**src/rtl/ast_mldfifo.sv**
```systemverilog
// ast_mldfifo: flop-based FIFO with an explicit occupancy counter, bulk
// parallel load, pop-recirculation, occupancy flags and sticky error flags.
// data_out is registered and is paired with a one-cycle data_valid strobe.
module ast_mldfifo #(
  parameter int DEPTH     = 8,
  parameter int DATAWIDTH = 8,
  parameter int AF_THRESH = DEPTH - 1,
  parameter int AE_THRESH = 1,
  localparam int CW       = $clog2(DEPTH + 1)
) (
  input  logic                                clk,
  input  logic                                rst,
  input  logic                                clr,
  input  logic                                push,
  input  logic                                pop,
  input  logic                                recirc,
  input  logic                                parallel_load,
  input  logic [CW-1:0]                       load_count,
  input  logic [DEPTH-1:0][DATAWIDTH-1:0]     array_in,
  input  logic [DATAWIDTH-1:0]                data_in,
  output logic [DATAWIDTH-1:0]                data_out,
  output logic                                data_valid,
  output logic [CW-1:0]                       count,
  output logic                                empty,
  output logic                                full,
  output logic                                almost_empty,
  output logic                                almost_full,
  output logic                                overflow,
  output logic                                underflow
);

  localparam int PW = $clog2(DEPTH);

  // Storage: plain flops, contents are never reset.
  logic [DATAWIDTH-1:0] mem_q [DEPTH];

  // Control state.
  logic [PW-1:0]        wptr_q, wptr_d;
  logic [PW-1:0]        rptr_q, rptr_d;
  logic [CW-1:0]        cnt_q,  cnt_d;
  logic [DATAWIDTH-1:0] dout_q, dout_d;
  logic                 dv_q,   dv_d;
  logic                 ovf_q,  ovf_d;
  logic                 udf_q,  udf_d;

  // Storage write controls produced by the command decode.
  logic                 wr_en;
  logic [PW-1:0]        wr_addr;
  logic [DATAWIDTH-1:0] wr_data;
  logic                 bulk_en;

  logic                 is_empty;
  logic                 is_full;
  logic                 pop_ok;
  logic                 push_ok;

  assign is_empty = (cnt_q == '0);
  assign is_full  = (cnt_q == CW'(DEPTH));

  // Command decode: clr beats parallel_load, which beats push/pop.
  always_comb begin
    wptr_d  = wptr_q;
    rptr_d  = rptr_q;
    cnt_d   = cnt_q;
    dout_d  = dout_q;
    dv_d    = 1'b0;
    ovf_d   = ovf_q;
    udf_d   = udf_q;
    wr_en   = 1'b0;
    wr_addr = wptr_q;
    wr_data = data_in;
    bulk_en = 1'b0;
    pop_ok  = 1'b0;
    push_ok = 1'b0;

    if (clr) begin
      wptr_d = '0;
      rptr_d = '0;
      cnt_d  = '0;
      dout_d = '0;
      ovf_d  = 1'b0;
      udf_d  = 1'b0;
    end else if (parallel_load) begin
      // Whole array is written; only the first min(load_count, DEPTH) count.
      bulk_en = 1'b1;
      rptr_d  = '0;
      cnt_d   = (load_count > CW'(DEPTH)) ? CW'(DEPTH) : load_count;
      // DEPTH is a power of two, so the low bits give count mod DEPTH.
      wptr_d  = cnt_d[PW-1:0];
    end else begin
      pop_ok  = pop && !is_empty;
      // A recirculating pop owns the write port, so push is ignored then.
      // A pop in the same cycle frees the slot a full FIFO needs.
      push_ok = push && !(pop_ok && recirc) && (!is_full || pop_ok);

      if (pop && is_empty) begin
        udf_d = 1'b1;
      end
      if (push && is_full && !pop_ok) begin
        ovf_d = 1'b1;
      end

      if (pop_ok) begin
        // Read happens before this edge's write, so a full push+pop
        // still returns the old head.
        dout_d = mem_q[rptr_q];
        dv_d   = 1'b1;
        rptr_d = rptr_q + PW'(1);
      end

      if (pop_ok && recirc) begin
        wr_en   = 1'b1;
        wr_data = mem_q[rptr_q];
        wptr_d  = wptr_q + PW'(1);
      end else if (push_ok) begin
        wr_en   = 1'b1;
        wr_data = data_in;
        wptr_d  = wptr_q + PW'(1);
      end

      if (push_ok && !pop_ok) begin
        cnt_d = cnt_q + CW'(1);
      end else if (pop_ok && !push_ok && !recirc) begin
        cnt_d = cnt_q - CW'(1);
      end
    end
  end

  // Control registers with asynchronous active-low reset.
  always_ff @(posedge clk or negedge rst) begin
    if (!rst) begin
      wptr_q <= '0;
      rptr_q <= '0;
      cnt_q  <= '0;
      dout_q <= '0;
      dv_q   <= 1'b0;
      ovf_q  <= 1'b0;
      udf_q  <= 1'b0;
    end else begin
      wptr_q <= wptr_d;
      rptr_q <= rptr_d;
      cnt_q  <= cnt_d;
      dout_q <= dout_d;
      dv_q   <= dv_d;
      ovf_q  <= ovf_d;
      udf_q  <= udf_d;
    end
  end

  // Storage writes; suppressed while reset is held so no command lands.
  always_ff @(posedge clk) begin
    if (rst && bulk_en) begin
      for (int i = 0; i < DEPTH; i++) begin
        mem_q[i] <= array_in[i];
      end
    end else if (rst && wr_en) begin
      mem_q[wr_addr] <= wr_data;
    end
  end

  // Outputs and flags decoded from registered state.
  always_comb begin
    data_out     = dout_q;
    data_valid   = dv_q;
    count        = cnt_q;
    empty        = is_empty;
    full         = is_full;
    almost_empty = (int'(cnt_q) <= AE_THRESH);
    almost_full  = (int'(cnt_q) >= AF_THRESH);
    overflow     = ovf_q;
    underflow    = udf_q;
  end

endmodule

```
**config.mk**
```make
export PLATFORM = sky130hd
export DESIGN_NAME = ast_mldfifo
export DESIGN_NICKNAME = d
export VERILOG_FILES = /design/src/rtl/ast_mldfifo.sv
export SDC_FILE = /design/constraint.sdc
export NUM_CORES = 1
export LEC_CHECK = 0
export BUFFER_PORTS_ARGS = -buffer_cell sky130_fd_sc_hd__buf_2
export CAP_MARGIN = 25
export CORE_MARGIN = 5
export CORE_UTILIZATION = 55
export DETAILED_ROUTE_END_ITERATION = 8
export MAX_ROUTING_LAYER = met4
export PLACE_DENSITY_LB_ADDON = 0.08
export SKIP_LAST_GASP = 1
export SYNTH_ARGS = -nofsm -noshare
export SYNTH_HDL_FRONTEND = slang
export SYNTH_SLANG_ARGS = --single-unit
```
**constraint.sdc**
```tcl
create_clock -name clk -period 2.96 [get_ports clk]
set_input_delay 0.592 -clock clk [delete_from_list [all_inputs] [get_ports clk]]
set_output_delay 0.592 -clock clk [all_outputs]
set_load 0.005 [all_outputs]
```
* After elaboration in Yosys (flattened, before gate mapping)
Memories as Yosys holds them, arrays and structs flattened. Cells that the tools add are included.
Storage, ports and cells: output and inout bits 19, bits in registers 21, bits in writable memories 64, memories kept 1, input bits 83
Memory list:
- mem_q | depth 8, bits a word 8, rd ports 1, clocked after Yosys merged registers in 0, write ports 8, line 35 | logic [DATAWIDTH-1:0] mem_q [DEPTH];
Operators by class: reduce and logical (&&, ||, !) cells 30, add/sub/neg operators 4, eq/ne operators 2, $lt $le $gt $ge 3, mux-type cells 41
Operators by type and width (count):
- 8-bit two-way mux | 7
- 3-bit two-way mux | 8
- 1-bit two-way mux | 21
- 4-bit two-way mux | 5
- 1-bit logical AND | 12
- 4-bit nonzero test | 2
- 8-bit OR reduction | 1
- 3-bit by 1-bit adder with 3-bit output, second input constant | 2
- 1-bit zero test | 6
- 2-bit AND reduction | 3
- 2-bit nonzero test | 3
- 4-bit by 1-bit adder with 4-bit output, second input constant | 1
- 4-bit == test, second input constant | 1
- 4-bit by 3-bit >= comparator with 1-bit output, second input constant | 1
- 4-bit > comparator, second input constant | 1
- 4-bit by 1-bit less-or-equal comparator with 1-bit output, second input constant | 1
- 4-bit zero test | 1
- 4-bit by 1-bit subtractor with 4-bit output, second input constant | 1
- 3-bit nonzero test | 1
- 2-bit inequality test, second input constant | 1
- 1-bit logical OR | 1

* Logic depth before layout (Yosys ltp)
Gate-level depths: netlist of the first run.
word-level depth 17, gate-level depth with buffers 10, gate-level depth less buffers 8

* Worst setup path after synthesis of the first run
OpenSTA, ideal clock, no wires.
path type reg-to-reg, from register cnt_q[0] (netlist: count[0]), to memory mem_q[6][0], data pin, cell stages (with the launch flop) 10, library setup time 0.260 ns, path buffers 2, data required time 2.700 ns, data arrival time 2.045 ns, setup slack 0.655 ns, cells stage by stage dfrtp_1 inv_1 ha_1 or3b_1 buf_4 inv_2 nor4_4 buf_6 a21oi_2 mux2_2
RTL lines:
- from (decl) | line 40 | logic [CW-1:0] cnt_q, cnt_d;
- from (signal assigned) | line 142 | cnt_q <= cnt_d;
- to (decl) | line 35

==> results of run 1 <==
-- cell type report --
type / count / area, um2 / area share [%]
flip-flops and latches: 85 / 2450 / 44.6
clock buffers: 12 / 135 / 2.46
multi-input cells: 227 / 2060 / 37.5
well taps: 105 / 131 / 2.40
clock inverters: 4 / 47.5 / 0.867
inverters: 8 / 30.0 / 0.548
repair buffers: 118 / 633 / 11.5
-- critical path: stages (launching register included) --
cell     delay [ns]
dfrtp_1        0.47
inv_1          0.09
ha_1           0.29
or3b_1         0.35
inv_2          0.10
nor4_4         0.20
buf_4          0.30
nor2_1         0.09
a21oi_2        0.35
mux2_2         0.24
-- path summary, 6_finish.rpt --
check,from,endpoint,slack [ns]
max,count[0],mem_q[1][7],0.34
min reg2reg,data_out[6],data_out[6],0.48
min in group clk,data_out[6],data_out[6],0.48
max in group asynchronous,rst,underflow,2.46
min,rst,count[2],0.27
max reg2reg,count[0],mem_q[1][7],0.34
-- cell usage in the layout (no fill, tap or decap), types with 6 or more instances in the layout --
master and n:
nor2_1 18, dfrtp_1 21, mux2i_1 6, nand2_1 24
inv_1 7, nand2b_1 6, clkbuf_8 9, edfxtp_1 64
buf_4 17, a21oi_2 6, buf_2 101, o21ai_0 14
mux4_2 16, mux2_2 65
-- sequential cells by signal (all words and copies together) (netlist names) --
signal      cells
mem_q          64
data_out        8
count           4
rptr_q          3
wptr_q          3
data_valid      1
overflow        1
underflow       1
-- metal layers --
layer / vias up / part of all wire, % / GRT usage, %
li1: 1511 / - / -
met5: - / 0 / -
met3: 13 / 4.8 / 3.00
met2: 84 / 52 / 39.8
met1: 1606 / 41 / 28.9
met4: 0 / 1.8 / 8.38
-- metrics by stage --
| step | hold slack [ns] | instances | utilization (%) |
|---|---|---|---|
| 2_1_floorplan | 0.296 | 336 | - |
| 3_3_place_gp | 0.460 | 543 | 64.5 |
| 3_5_place_dp | 0.465 | 543 | 64.5 |
| 4_1_cts | 0.264 | 559 | 66.7 |
| 5_1_grt | 0.286 | 559 | 66.7 |
| 6_report | 0.266 | 559 | 66.7 |
-- cell families (layout without fill, tap and decap cells) --
family / count (synthesis) / in the layout / synth area share (%)
adder cells (fa/ha/maj): 5 / 5 / 1.35
AND/OR/NAND/NOR: 81 / 81 / 9.26
flip-flops: 85 / 85 / 52.8
buffers and inverters: 24 / 142 / 2.83
multiplexers: 89 / 89 / 25.4
AO/OA/AOI/OAI: 48 / 48 / 7.58
XOR/XNOR: 4 / 4 / 0.756
-- power groups by stage --
stage	logic (mW)	clock network (mW)	registers, mW
5_1_grt	0.457	0.865	1.38
6_report	0.415	0.811	1.38
3_3_place_gp	0.413	0	1.40
4_1_cts	0.420	0.821	1.38
3_5_place_dp	0.418	0	1.40
2_1_floorplan	0.274	0	1.39
==> results.md, run 1 <==
* Status: finished, final reports clean
* Root Driver: clkbuf_8
* Initial antenna violation count at 0
* Fraction of post-synthesis cell area in the top cell type by area at 41.4%
* Initial drt markers at 151
* PD cells at 475 nW/um2
* Placer's final routability congestion estimate at 0.846
* Starting Density at 56.4%
* CTS tree: done
* Worst Path Required at 3.19 ns
* Fin. Hold Viols at 0
* Net Sw Power at 675 uW
* Total negative slack at 0 ns
* Fin crit share at 88.6%
* CP startpoint kind: flop
* Worst-skew pair later-pin latency at 0.36 ns
* Via/cell ratio at 5.75
* Diode count at 0
* Synth Warn # at 0
* Post-layout min period at 2.62 ns
* CTS Buf Count at 9
* Clock power share at 31.2%
* # setup viols final at 0
* Filler Cell Count at 659
* Async S/R FF share, synth at 24.7%
* # DRC at 0
* Commonest cells post-synth: 65 x mux2_2, 64 x edfxtp_1, 24 x nand2_1, 21 x dfrtp_1, 18 x nor2_1
* Design Area, Final at 5480 um2
* Rel. slew slack at 57.4%
* Post-Syn Area at 4640 um2
* Routed Antenna Nets at 0
* Logic pwr share at 15.9%
* Reg power frac at 52.9%
* Max-Cap Viols at 0
* Arr. time, crit path at 2.85 ns
* Final Total Pwr at 2.60 mW
* Sink Count at 85
* Count leader, synth: mux2_2
* Die height at 102 um
* I/O Pins at 102
* Syn Nets at 424
* Final net count at 537
* Via count at 3214
* Hold Path Class: in -> async
* IO Port Bufs at 101
* Sequential area share after synthesis at 52.8%
* RSZ-0062 raised after global routing: no
* EDFF count, synth at 64
* P_leak at 2.23 nW
* Mapped Cells at 336
* Final WS setup at 0.336 ns
* Deepest clock path buffer count at 2
* Postcts setup bufs at 0
* Internal Power at 1.93 mW
* Clock skew at 0.0104 ns
* Synth area leader: edfxtp_1
* Highest clock rate at 0.381 GHz
* Post-CTS sizing at 0
* Sw frac at 25.9%
* Netlist cell types at 50
* Layout cell share with drive strength beyond 1 at 50.4%
* Worst Tran Pin Value at 0.636 ns
* Gr usage total at 23.4%
* Worst Reg-to-Reg Cells at 9
* Largest net degree at the start of global routing at 23
* H-tree Lvls at 3
* First-pass GRT wire length at 17300 um
* DRT Pass-1 Iters at 4
* Synth Flop Type: edfxtp_1
* Ranking of synthesized cells by area: edfxtp_1 41%, mux2_2 16%, dfrtp_1 11%, mux4_2 7.8%, nand2_1 1.9%
* Width of the die at 102 um
* Pre-CTS setup slack at 0.411 ns
* Mean Syn Cell Area at 13.8 um2
* Setup CP Type: reg -> reg
* Die area at 10400 um2
* VDD IR-drop max at 293 uV
* Total grt overflow at 0
* Final WL at 11300 um
* CP max FO at 16
* Vias in the first global route at 3299
* Wire per inst at 20.1 um
* Area after DPL at 5300 um2
* Crit end category: flop
* Max-slew violation count at 0
* CTS clock-pin slew for the worst setup and hold paths at 0.09 ns
* DP HPWL at 8380 um
* Core Area at 8220 um2
* CTS Hold Bufs at 0
* Row count at 33
* Area Overhead vs Synth at 18.2%
* Seq cells post-synth at 85
Note: power is estimated with default switching activity, not from simulation.
==> run 2: changes to the inputs <==
--- a/config.mk
+++ b/config.mk
@@ -6,8 +6,9 @@
 export NUM_CORES = 1
 export LEC_CHECK = 0
+export ABC_AREA = 1
 export BUFFER_PORTS_ARGS = -buffer_cell sky130_fd_sc_hd__buf_2
 export CAP_MARGIN = 25
 export CORE_MARGIN = 5
-export CORE_UTILIZATION = 55
+export CORE_UTILIZATION = 56
 export DETAILED_ROUTE_END_ITERATION = 8
 export MAX_ROUTING_LAYER = met4
==> constraint.sdc (replaced) <==
create_clock -name clk -period 2.96 [get_ports clk]
set_input_delay 0 -clock clk [delete_from_list [all_inputs] [get_ports clk]]
set_output_delay 0 -clock clk [all_outputs]
set_load 0.005 [all_outputs]
==> results.md, run 2 <==
* CTS tree: done
* VDD IR-drop max at 306 uV
* Mux contribution to synthesized area at 0%
* CTS Buf Count at 9
* Diode count at 0
* Slowest stage delay, CP at 0.45 ns
* EDFF count, synth at 64
* Width of the die at 105 um
* Final net count at 893
* Total grt overflow at 0
* Postcts setup bufs at 0
* Starting Density at 58.0%
* CP max FO at 10
* Count leader, synth: nand2_1
* Most flops, register: mem_q
* Max-Cap Viols at 0
* Worst Reg-to-Reg Cells at 9
* Synth Warn # at 0
* IO Port Bufs at 101
* Root Driver: clkbuf_8
* CTS clock-pin slew for the worst setup and hold paths at 0.08 ns
* Slowest cell on crit path: dfrtp_1
* Simple-gate share of the synthesized area at 41.0%
* I/O Pins at 102
* Total negative slack at 0 ns
* Worst Tran Pin Value at 0.726 ns
* Highest clock rate at 0.449 GHz
* Placed insts at 835
* Hold_ws at 0.0153 ns
* Via count at 4849
* Wire per inst at 15.8 um
* Xor and xnor area share after synthesis at 0.515%
* DRT Pass-1 Iters at 5
* Final WS setup at 0.733 ns
* # setup viols final at 0
* Async S/R FF share, synth at 24.7%
* Status: finished, final reports clean
* Multi-input logic area at 2330 um2
* Flop2flop setup slack at 0.73 ns
* Synth Area in Compound Gates at 2.97%
* H-tree Lvls at 3
* Setup CP Type: reg -> reg
* Filler Cell Count at 656
* Post-CTS sizing at 0
* Largest net degree at the start of global routing at 35
* Synth Flop Type: edfxtp_1
* First-pass GRT wire length at 22900 um
* Final cell count without fillers at 917
* Arr. time, crit path at 2.25 ns
* Fraction of post-synthesis cell area in the top cell type by area at 37.6%
* Crit path to: mem_q[7][1]
* Most frequent CP cell: nand2_2
* Ranking of synthesized cells by area: edfxtp_1 38%, nand2_1 25%, dfrtp_1 10%, nand3_1 5.2%, nand4_4 3.3%
* Final WL at 14400 um
* Layout cell share with drive strength beyond 1 at 20.9%
* Deepest clock path buffer count at 2
* PD cells at 436 nW/um2
* Max-slew violation count at 0
* Max FFs per register at 64
* Pre-CTS setup slack at 0.719 ns
* Syn Nets at 725
* CP startpoint kind: flop
* P_leak at 3.27 nW
* Routed Antenna Nets at 0
* FF-to-FF End: mem_q[7][1]
* Register Area at 2450 um2
* Worst Path Required at 2.98 ns
* Gr usage total at 27.1%
* Worst-path cell chain: inv_1, ha_1, nand2_2, nor2_4, nand2_2, nand2_4, nand2_8, nand4_4, nand2_1
* Main combinational cell family by area after synthesis: simple AND/OR/NAND/NOR gates
* Reg-to-Reg Start: count[0]
* Hold Path Class: in -> async
* Commonest non-fill, non-tap cell in the layout: nand2_1
* Fin crit share at 75.2%
* Clock skew at 0.0129 ns
* Sequential area share after synthesis at 47.9%
* DP HPWL at 9900 um
* Placer's final routability congestion estimate at 0.917
* Most frequent cells in the layout: 343 x nand2_1, 101 x buf_2, 67 x dlygate4sd3_1
* Vias in the first global route at 4591
* Area Overhead vs Synth at 28.3%
* Mapped Cells at 637
* Commonest cells post-synth: 343 x nand2_1, 64 x edfxtp_1, 53 x nand3_1, 41 x inv_1, 21 x dfrtp_1
* Sink Count at 85
* Setup crit start: count[0]
* Synth area leader: edfxtp_1
* # DRC at 0
* Netlist cell types at 29
* Die area at 11100 um2
* Post-layout min period at 2.23 ns
* Initial drt markers at 417
* Final design utilization at 74.4%
* Die height at 105 um
* Seq cells post-synth at 85
* RSZ-0062 raised after global routing: no
* Row count at 34
* Via/cell ratio at 5.29
* Rel. slew slack at 51.1%
* Core Area at 8810 um2
* Initial antenna violation count at 0
* Mean Syn Cell Area at 8.01 um2
* Post-Synth Adder-Cell Area at 1.23%
* Fin. Hold Viols at 0
* Post-Syn Area at 5100 um2
* Worst-skew pair later-pin latency at 0.35 ns
* Crit end category: flop
==> run 2: logic make-up (layout without fill, tap and decap cells) <==
logic type / after synthesis / after routing
buf+inv: 71 / 243
xor+xnor: 3 / 3
flops: 85 / 85
compound gates: 28 / 28
simple gates: 445 / 445
fa+ha+maj: 5 / 5
==> run 2: repair_timing <==
| action | CTS | global route |
|---|---|---|
| hold buffers | 67 | 0 |
| hold endpoints to repair | 86 | 0 |
| endpoints found under the setup margin | 0 | 0 |
==> run 2: how the worst min path moves through the flow <==
stage | to | start | slack, ns
after CTS | count[0] | clr | 0.002
after global placement | wptr_q[2] | rst | -0.16
after detailed placement | wptr_q[2] | rst | -0.16
after floorplan | count[0] | rst | -0.30
after global routing | count[0] | clr | 0.01
final | wptr_q[2] | rst | 0.02
==> run 2: final cells by class <==
class / count / area share, %
clock buffer: 11 / 2.01
clock inverter: 4 / 0.764
inverter: 57 / 3.88
multi-input combinational: 481 / 35.6
sequential: 85 / 37.4
tap: 108 / 2.06
timing repair buffer: 171 / 18.3
==> run 2: critical path, delay by kind of cell, from the launching register on <==
family                   cells  cell delay, ns
buffers and inverters        1            0.12
adder cells (fa/ha/maj)      1            0.30
flip-flops                   1            0.45
AND/OR/NAND/NOR              7            1.02
==> run 2: through the flow <==
stage	power (mW)	area (um2)
after floorplan	1.79	5100
after global placement	1.99	5700
after detailed placement	2.01	5700
after CTS	2.85	6550
after global routing	2.98	6550
final	2.86	6550
==> run 2: where the power goes <==
group          internal, mW  leakage, nW  switching (mW)  total [mW]
registers              1.35        0.871          0.0549        1.40
clock network         0.385       0.0854           0.413       0.798
logic                 0.260         2.31           0.396       0.657
==> run 2: layer usage <==
| layer | GRT usage (%) | vias to the layer above | routed length (um) |
|---|---|---|---|
| met3 | 5.20 | 31 | 1310 |
| li1 | - | 2375 | - |
| met2 | 43.2 | 263 | 6600 |
| met1 | 35.2 | 2180 | 6160 |
| met5 | - | - | 0 |
| met4 | 8.25 | 0 | 371 |
